$ cat src/rtl/debounce_multi.sv
// debounce_multi: CH-channel sync+debounce of bin into bout, with one-cycle press/rel(release)/long_press pulses
module debounce_multi #(
  parameter int CH = 4,
  parameter int SYNC_STAGES = 3,
  parameter int CNT_W = 20,
  parameter int DB_TICKS = 524288,
  parameter int LP_W = 26,
  parameter int LP_TICKS = 50000000,
  parameter int ACTIVE_LOW = 0
) (
  input  logic          clk,
  input  logic          rst,
  input  logic [CH-1:0] bin,
  output logic [CH-1:0] bout,
  output logic [CH-1:0] press,
  output logic [CH-1:0] rel,
  output logic [CH-1:0] long_press
);
  localparam logic INACT = ACTIVE_LOW != 0;
  localparam logic [CNT_W-1:0] DB_LAST = CNT_W'(DB_TICKS - 1);
  for (genvar i = 0; i < CH; i++) begin : g_ch
    logic [SYNC_STAGES-1:0] sync;
    logic [CNT_W-1:0] cnt;
    logic lvl, flip, b, p, r;
    assign lvl = sync[SYNC_STAGES-1] ^ INACT;
    assign flip = lvl != b && cnt == DB_LAST;
    always_ff @(posedge clk)
      if (rst) begin
        sync <= {SYNC_STAGES{INACT}};
        cnt <= '0;
        b <= 1'b0;
        p <= 1'b0;
        r <= 1'b0;
      end else begin
        sync <= {sync[SYNC_STAGES-2:0], bin[i]};
        cnt <= (lvl == b || flip) ? '0 : cnt + CNT_W'(1);
        b <= b ^ flip;
        p <= flip & lvl;
        r <= flip & ~lvl;
      end
    assign bout[i] = b;
    assign press[i] = p;
    assign rel[i] = r;
    if (LP_TICKS > 0) begin : g_lp
      localparam logic [LP_W-1:0] LP_LAST = LP_W'(LP_TICKS - 1);
      logic [LP_W-1:0] lp_cnt;
      logic fired, lp;
      always_ff @(posedge clk)
        if (rst || !b) begin
          lp_cnt <= '0;
          fired <= 1'b0;
          lp <= 1'b0;
        end else begin
          lp <= !fired && lp_cnt == LP_LAST && !flip;
          fired <= fired | (lp_cnt == LP_LAST);
          lp_cnt <= lp_cnt + LP_W'(lp_cnt != LP_LAST && !fired);
        end
      assign long_press[i] = lp;
    end else begin : g_nolp
      assign long_press[i] = 1'b0;
    end
  end
endmodule

$ cat config.mk
export PLATFORM = sky130hd
export DESIGN_NAME = debounce_multi
export DESIGN_NICKNAME = d
export VERILOG_FILES = /design/src/rtl/debounce_multi.sv
export SDC_FILE = /design/constraint.sdc
export NUM_CORES = 1
export LEC_CHECK = 0
export BUFFER_PORTS_ARGS = -buffer_cell sky130_fd_sc_hd__buf_2
export CAP_MARGIN = 20
export CELL_PAD_IN_SITES_DETAIL_PLACEMENT = 0
export CELL_PAD_IN_SITES_GLOBAL_PLACEMENT = 1
export CORE_MARGIN = 5
export CORE_UTILIZATION = 40
export DETAILED_ROUTE_END_ITERATION = 7
export PLACE_DENSITY_LB_ADDON = 0.1
export SETUP_SLACK_MARGIN = 0.02
export SLEW_MARGIN = 25
export SYNTH_ARGS = -nofsm -noshare
export SYNTH_HDL_FRONTEND = slang
export SYNTH_SLANG_ARGS = --single-unit
$ cat constraint.sdc
create_clock -name clk -period 6.1 [get_ports clk]
set_input_delay 1.525 -clock clk [delete_from_list [all_inputs] [get_ports clk]]
set_output_delay 1.525 -clock clk [all_outputs]
set_load 0.02 [all_outputs]
==> flow_summary.json, run 1 <==
{
  "synth-edff-count": 0,
  "dr.pass1.iters": 4,
  "grt-ovfl-total": 0,
  "hold_end": "g_ch[0].sync[2]",
  "via_per_inst": 5.184,
  "wl_per_cell_um": 13.53,
  "timing.fmax_ghz": 0.3220,
  "synth_area_per_cell_um2": 8.716,
  "fin_setup_tns_ns": 0,
  "fin_crit_sh": 0.5091,
  "drive_gt1_frac": 0.08230,
  "status": "complete, no violations",
  "ant_nets": 0,
  "skew_ns": 0.008128,
  "yosys_warnings": 0,
  "hold_buffers": 0,
  "startpoint_type": "register",
  "cts_buffers": 26,
  "place_congestion": 0.7223,
  "peakVddDrop_mv": 0.1717,
  "post-place-ws_ns": 2.915,
  "layout_common_cells": "dfxtp_1 (216), nor2_1 (143), nand3_1 (70)",
  "report.final.slew_viol_count": 0,
  "hold_violations": 0,
  "tightest_slew_ns": 0.9084,
  "cts_root_buf": "clkbuf_16",
  "async_flop_share": 0,
  "drt-total-wl_um": 19670,
  "reg2reg_setup_slack_ns": 2.99,
  "syn-cell-area_um2": 9701,
  "antenna_cells": 0,
  "io_buffers": 21,
  "row_count": 57,
  "htree_levels": 1,
  "ys_top_cells_by_area": "dfxtp_1 (45%), xnor2_1 (6.0%), nor2_1 (5.5%)",
  "hold_ws_ns": 0.4338,
  "clkTransAtPathRegs_ns": 0.06,
  "drc_errors": 0,
  "syn-num-nets": 1132,
  "required_ns": 6.53,
  "drv_cap": 0,
  "power_density_nw_per_um2": 271.5,
  "cts_tree": "done",
  "hold_depth": 1,
  "core-area_um2": 24110,
  "antenna_found_initial": 0,
  "start_util": 0.4024,
  "grt_pass1_vias": 7083,
  "fin_util": 0.4488,
  "fillerInstances": 2405,
  "ys_seq_area_frac": 0.4458,
  "numClockSinks": 216,
  "layout_commonest_cell": "dfxtp_1",
  "dpl.hpwl_um": 13220,
  "worstRegToRegCells": 9,
  "cp.arrival_ns": 3.54,
  "cts_resized": 0,
  "r2r-start": "g_ch[1].g_lp.lp_cnt[5]",
  "yosys_register_bits": 216,
  "total_power_w": 0.002937,
  "setup_viol": 0,
  "path_max_fanout": 12,
  "vias": 7538,
  "worstSkewPairLatency_ns": 0.51,
  "drt_iter0_markers": 455,
  "ios": 22,
  "synth_cells": 1113,
  "grt_start_max_net_pins": 34,
  "finalNetCount": 1130,
  "clockBufferDepth": 3,
  "ys_types": 55,
  "fin_ws_ns": 2.995,
  "area_growth_pct": 11.52,
  "synth_top_area_share": 0.4458,
  "fp.dieH_um": 165.7,
  "grt_pass1_wl_um": 34760,
  "leakage_nw": 3.277,
  "grt_usage": 0.1416,
  "grt_setup_unrepaired": "false",
  "r2r-end": "g_ch[1].g_lp.lp_cnt[18]",
  "path_class": "register to register",
  "slew_headroom": 0.3888,
  "worstHoldStart": "g_ch[0].sync[1]",
  "die_area_um2": 27470,
  "yosys.area.top_type": "dfxtp_1",
  "hp-class": "register to register",
  "postCtsSetupBuffers": 0,
  "die_width_um": 165.7,
  "critPathCaptureType": "register",
  "fin_crit_ns": 3.105,
  "ys.flop_type": "dfxtp_1"
}
## metal layers
metal  track usage  part of all wire  vias to the layer above  routed length, um
met5             0                 0                        -                  0
met4       0.03551             0.022                        0                430
met3       0.02261             0.030                       26                590
met2        0.2234              0.43                       79               8536
met1        0.2037              0.51                     3444              10120
li1              -                 -                     3989                  -
## cell type report
type | count | area (um2) | share of cell area
sequential | 216 | 4324 | 0.3997
tap | 324 | 405.4 | 0.03747
clock inverter | 3 | 15.01 | 0.001388
clock buffer | 44 | 849.6 | 0.07853
timing repair buffer | 24 | 127.6 | 0.01180
inverter | 20 | 75.07 | 0.006940
multi-input combinational | 823 | 5021 | 0.4641
## per-stage QoR
step	area, um2	std cells
global route	10820	1454
finish	10820	1454
global placement	9951	1407
detailed placement	9953	1407
floorplan	9701	1113
CTS	10820	1454
## Yosys cell counts (all sizes together), types with 6 or more instances
| master | n |
|---|---|
| dfxtp | 216 |
| nor2 | 143 |
| nand3 | 70 |
| xnor2 | 67 |
| nand2 | 64 |
| a21oi | 51 |
| nand4 | 51 |
| nor3 | 44 |
| xor2 | 37 |
| o21ai | 32 |
| clkbuf | 29 |
| or4 | 29 |
| or3 | 28 |
| buf | 25 |
| nor4 | 23 |
| and3 | 21 |
| inv | 20 |
| nor2b | 19 |
| o31ai | 19 |
| and4 | 15 |
| ha | 13 |
| or2 | 12 |
| and2 | 11 |
| nand2b | 9 |
| a31oi | 7 |
| or4b | 7 |
| nand4b | 6 |
## cell families after synthesis
| family | synth area share |
|---|---|
| xor+xnor | 0.09390 |
| simple gates | 0.3123 |
| fa+ha+maj | 0.01677 |
| buf+inv | 0.03689 |
| flops | 0.4458 |
| compound gates | 0.08810 |
| mux | 0.006320 |
## state kept, by name, summed over array words and instances (netlist names), named ones only
register and flops:
g_ch.g_lp.lp_cnt 104, g_ch.sync 12, g_ch.g_lp.fired 4, g_ch.r 4, g_ch.g_lp.lp 4, g_ch.cnt 80, g_ch.p 4
## power breakdown
group	internal (W)	switching, W	leakage [nW]	total, W
Combinational	0.00000506	0.00000814	1.11	0.0000132
Sequential	0.00141	0.00000163	1.74	0.00142
Clock	0.000938	0.000570	0.431	0.00151
## worst max-delay path by stage
stage / startpoint / endpoint / slack (ns) / cells after the start
after CTS: g_ch[1].g_lp.lp_cnt[5] / g_ch[1].g_lp.lp_cnt[18] / 2.99 / 9
after detailed placement: rst / g_ch[3].g_lp.lp_cnt[10] / 2.92 / 3
after global placement: rst / g_ch[1].g_lp.lp_cnt[17] / 2.59 / 4
after floorplan: rst / g_ch[0].cnt[18] / 3.36 / 4
after global routing: g_ch[1].g_lp.lp_cnt[5] / g_ch[1].g_lp.lp_cnt[18] / 2.75 / 9
final: g_ch[1].g_lp.lp_cnt[5] / g_ch[1].g_lp.lp_cnt[18] / 2.99 / 9
## critical path, cell delays in order (launching register included)
cell     delay (ns)
dfxtp_1        0.34
nand3_1        0.39
nor3_1         0.13
a31oi_1        0.22
ha_1           0.30
ha_1           0.29
nand3_1        0.22
or4_1          0.54
or4_1          0.44
a21oi_1        0.15
(Power assumes the default switching activity.)
==> run 2: changes to the inputs <==
clock period = 2.8 ns   (was 6.1 ns; I/O delays follow)
==> run 2 against run 1 <==
Maximum frequency up 18%. Clock skew up 0.0010 ns. Critical path type unchanged. Sequential share of layout area down 1.1 points. Highest routed layer unchanged. Largest cell class unchanged. Critical endpoint unchanged.
==> flow_summary.json, run 2 (synthesis gave the netlist of run 1 again) <==
{
  "status": "complete, no violations",
  "crit_top_cell": "and3_1",
  "dr.pass1.iters": 4,
  "antenna_found_initial": 0,
  "cts_tree": "done",
  "tightest_slew_ns": 0.6745,
  "layout_common_cells": "dfxtp_1 (216), nor2_1 (142), nand3_1 (69)",
  "cp.arrival_ns": 3.07,
  "clockBufferDepth": 3,
  "startpoint_type": "register",
  "peakVddDrop_mv": 0.3781,
  "drt_iter0_markers": 379,
  "timing.fmax_ghz": 0.3791,
  "fin_crit_ns": 2.638,
  "start_util": 0.4024,
  "place_congestion": 0.7859,
  "reg_top3": "g_ch.g_lp.lp_cnt x104, g_ch.cnt x80, g_ch.sync x12",
  "fin_crit_sh": 0.9420,
  "grt-ovfl-total": 0,
  "cts_root_buf": "clkbuf_16",
  "drv_cap": 0,
  "die_width_um": 165.7,
  "vias": 7749,
  "row_count": 57,
  "cts_buffers": 25,
  "fp.dieH_um": 165.7,
  "regMostFlops": "g_ch.g_lp.lp_cnt",
  "die_area_um2": 27470,
  "io_buffers": 21,
  "path_class": "register to register",
  "largest_reg_flops": 104,
  "drc_errors": 0,
  "globalRouteMet2Util": 0.2370,
  "slew_headroom": 0.5462,
  "htree_levels": 1,
  "finalNetCount": 1176,
  "hold_violations": 0,
  "report.final.slew_viol_count": 0,
  "hp-class": "primary input to register",
  "grt_setup_unrepaired": "false",
  "required_ns": 3.23,
  "grt_pass1_wl_um": 35960,
  "skew_ns": 0.009137,
  "dpl.cell_count": 1454,
  "startpoint": "g_ch[1].g_lp.lp_cnt[20]",
  "crit_end": "g_ch[1].g_lp.lp_cnt[18]",
  "cpMaxStageDelayCell": "or4_4",
  "global_route.usage.met3": 0.02357,
  "path_max_fanout": 5,
  "dpl.hpwl_um": 14190,
  "grt_start_max_net_pins": 23,
  "ant_nets": 0,
  "use_met1": 0.2091,
  "drt-total-wl_um": 20450,
  "wl_per_cell_um": 13.68,
  "worstRegToRegCells": 9,
  "path_cells": "and3_1 > and3_1 > a31oi_2 > ha_2 > ha_1 > nand3_1 > or4_4 > or4_1 > a21oi_1",
  "grt_usage": 0.1470,
  "grt_pass1_vias": 7480,
  "critPathCaptureType": "register",
  "via_per_inst": 5.183,
  "fin_util": 0.4620,
  "leakage_nw": 3.453,
  "grt.busiest_layer": "met2",
  "critical-path-max-stage-delay_ns": 0.47,
  "worstSkewPairLatency_ns": 0.51,
  "setup_viol": 0,
  "antenna_cells": 0,
  "clkTransAtPathRegs_ns": 0.06,
  "numClockSinks": 216,
  "core-area_um2": 24110,
  "final_cells": 1495,
  "reg2reg_setup_slack_ns": 0.16,
  "ios": 22,
  "r2r-start": "g_ch[1].g_lp.lp_cnt[20]",
  "area_growth_pct": 14.79,
  "drive_gt1_frac": 0.1238,
  "hold_depth": 2,
  "layout_commonest_cell": "dfxtp_1",
  "r2r-end": "g_ch[1].g_lp.lp_cnt[18]",
  "power_density_nw_per_um2": 554.5
}
## run 2: area by class of cell
cell class              count  area (um2)
fillers                  2449       12970
multi-input cells         823        5087
flip-flops and latches    216        4324
clock buffers              39       728.2
repair buffers             71       480.5
well taps                 324       405.4
inverters                  20       75.07
clock inverters             2       35.03
## run 2: how the worst min path moves through the flow
stage,startpoint,end,slack [ns]
2_1_floorplan,g_ch[0].g_lp.fired,g_ch[0].g_lp.lp,0.40
3_3_place_gp,g_ch[0].sync[1],g_ch[0].sync[2],0.42
3_5_place_dp,g_ch[2].sync[0],g_ch[2].sync[1],0.42
4_1_cts,bin[2],g_ch[2].sync[0],0.38
5_1_grt,bin[0],g_ch[0].sync[0],0.40
6_report,bin[2],g_ch[2].sync[0],0.41
## run 2: power breakdown
group	switching, W	internal (W)
sequential	0.00000363	0.00308
combinational	0.0000188	0.0000129
clock	0.00120	0.00185
total	0.00123	0.00495
## run 2: repair_timing
action                                  CTS  global route
endpoints found under the setup margin    4            15
setup buffers                             0             0
gates resized for setup                   2            13
pin swaps                                 0             2
hold buffers                              0             0
## run 2: through the flow
step | power (W) | instance area (um2) | worst slack [ns] | setup TNS [ns] | hold slack [ns]
detailed placement | 0.003185 | 10300 | -0.003571 | -0.003571 | 0.4204
CTS | 0.006296 | 11080 | 0.05030 | 0 | 0.3786
floorplan | 0.003172 | 9701 | 0.1220 | 0 | 0.3996
global route | 0.006416 | 11140 | 0.04711 | 0 | 0.3986
global placement | 0.003185 | 10300 | 0.08208 | 0 | 0.4177
finish | 0.006175 | 11140 | 0.1624 | 0 | 0.4072
## run 2: metal layers
metal  vias up  part of all wire  routed length (um)
met5         -                 0                   0
met4         0             0.016                 334
met3        30             0.028                 574
met2        60              0.45                9136
met1      3586              0.51               10400
li1       4073                 -                   -
## run 2: worst max-delay path, delay by kind of cell, from the launching register on
| kind | cells | cell delay [ns] |
|---|---|---|
| simple gates | 5 | 1.41 |
| flops | 1 | 0.35 |
| compound gates | 2 | 0.36 |
| fa+ha+maj | 2 | 0.46 |
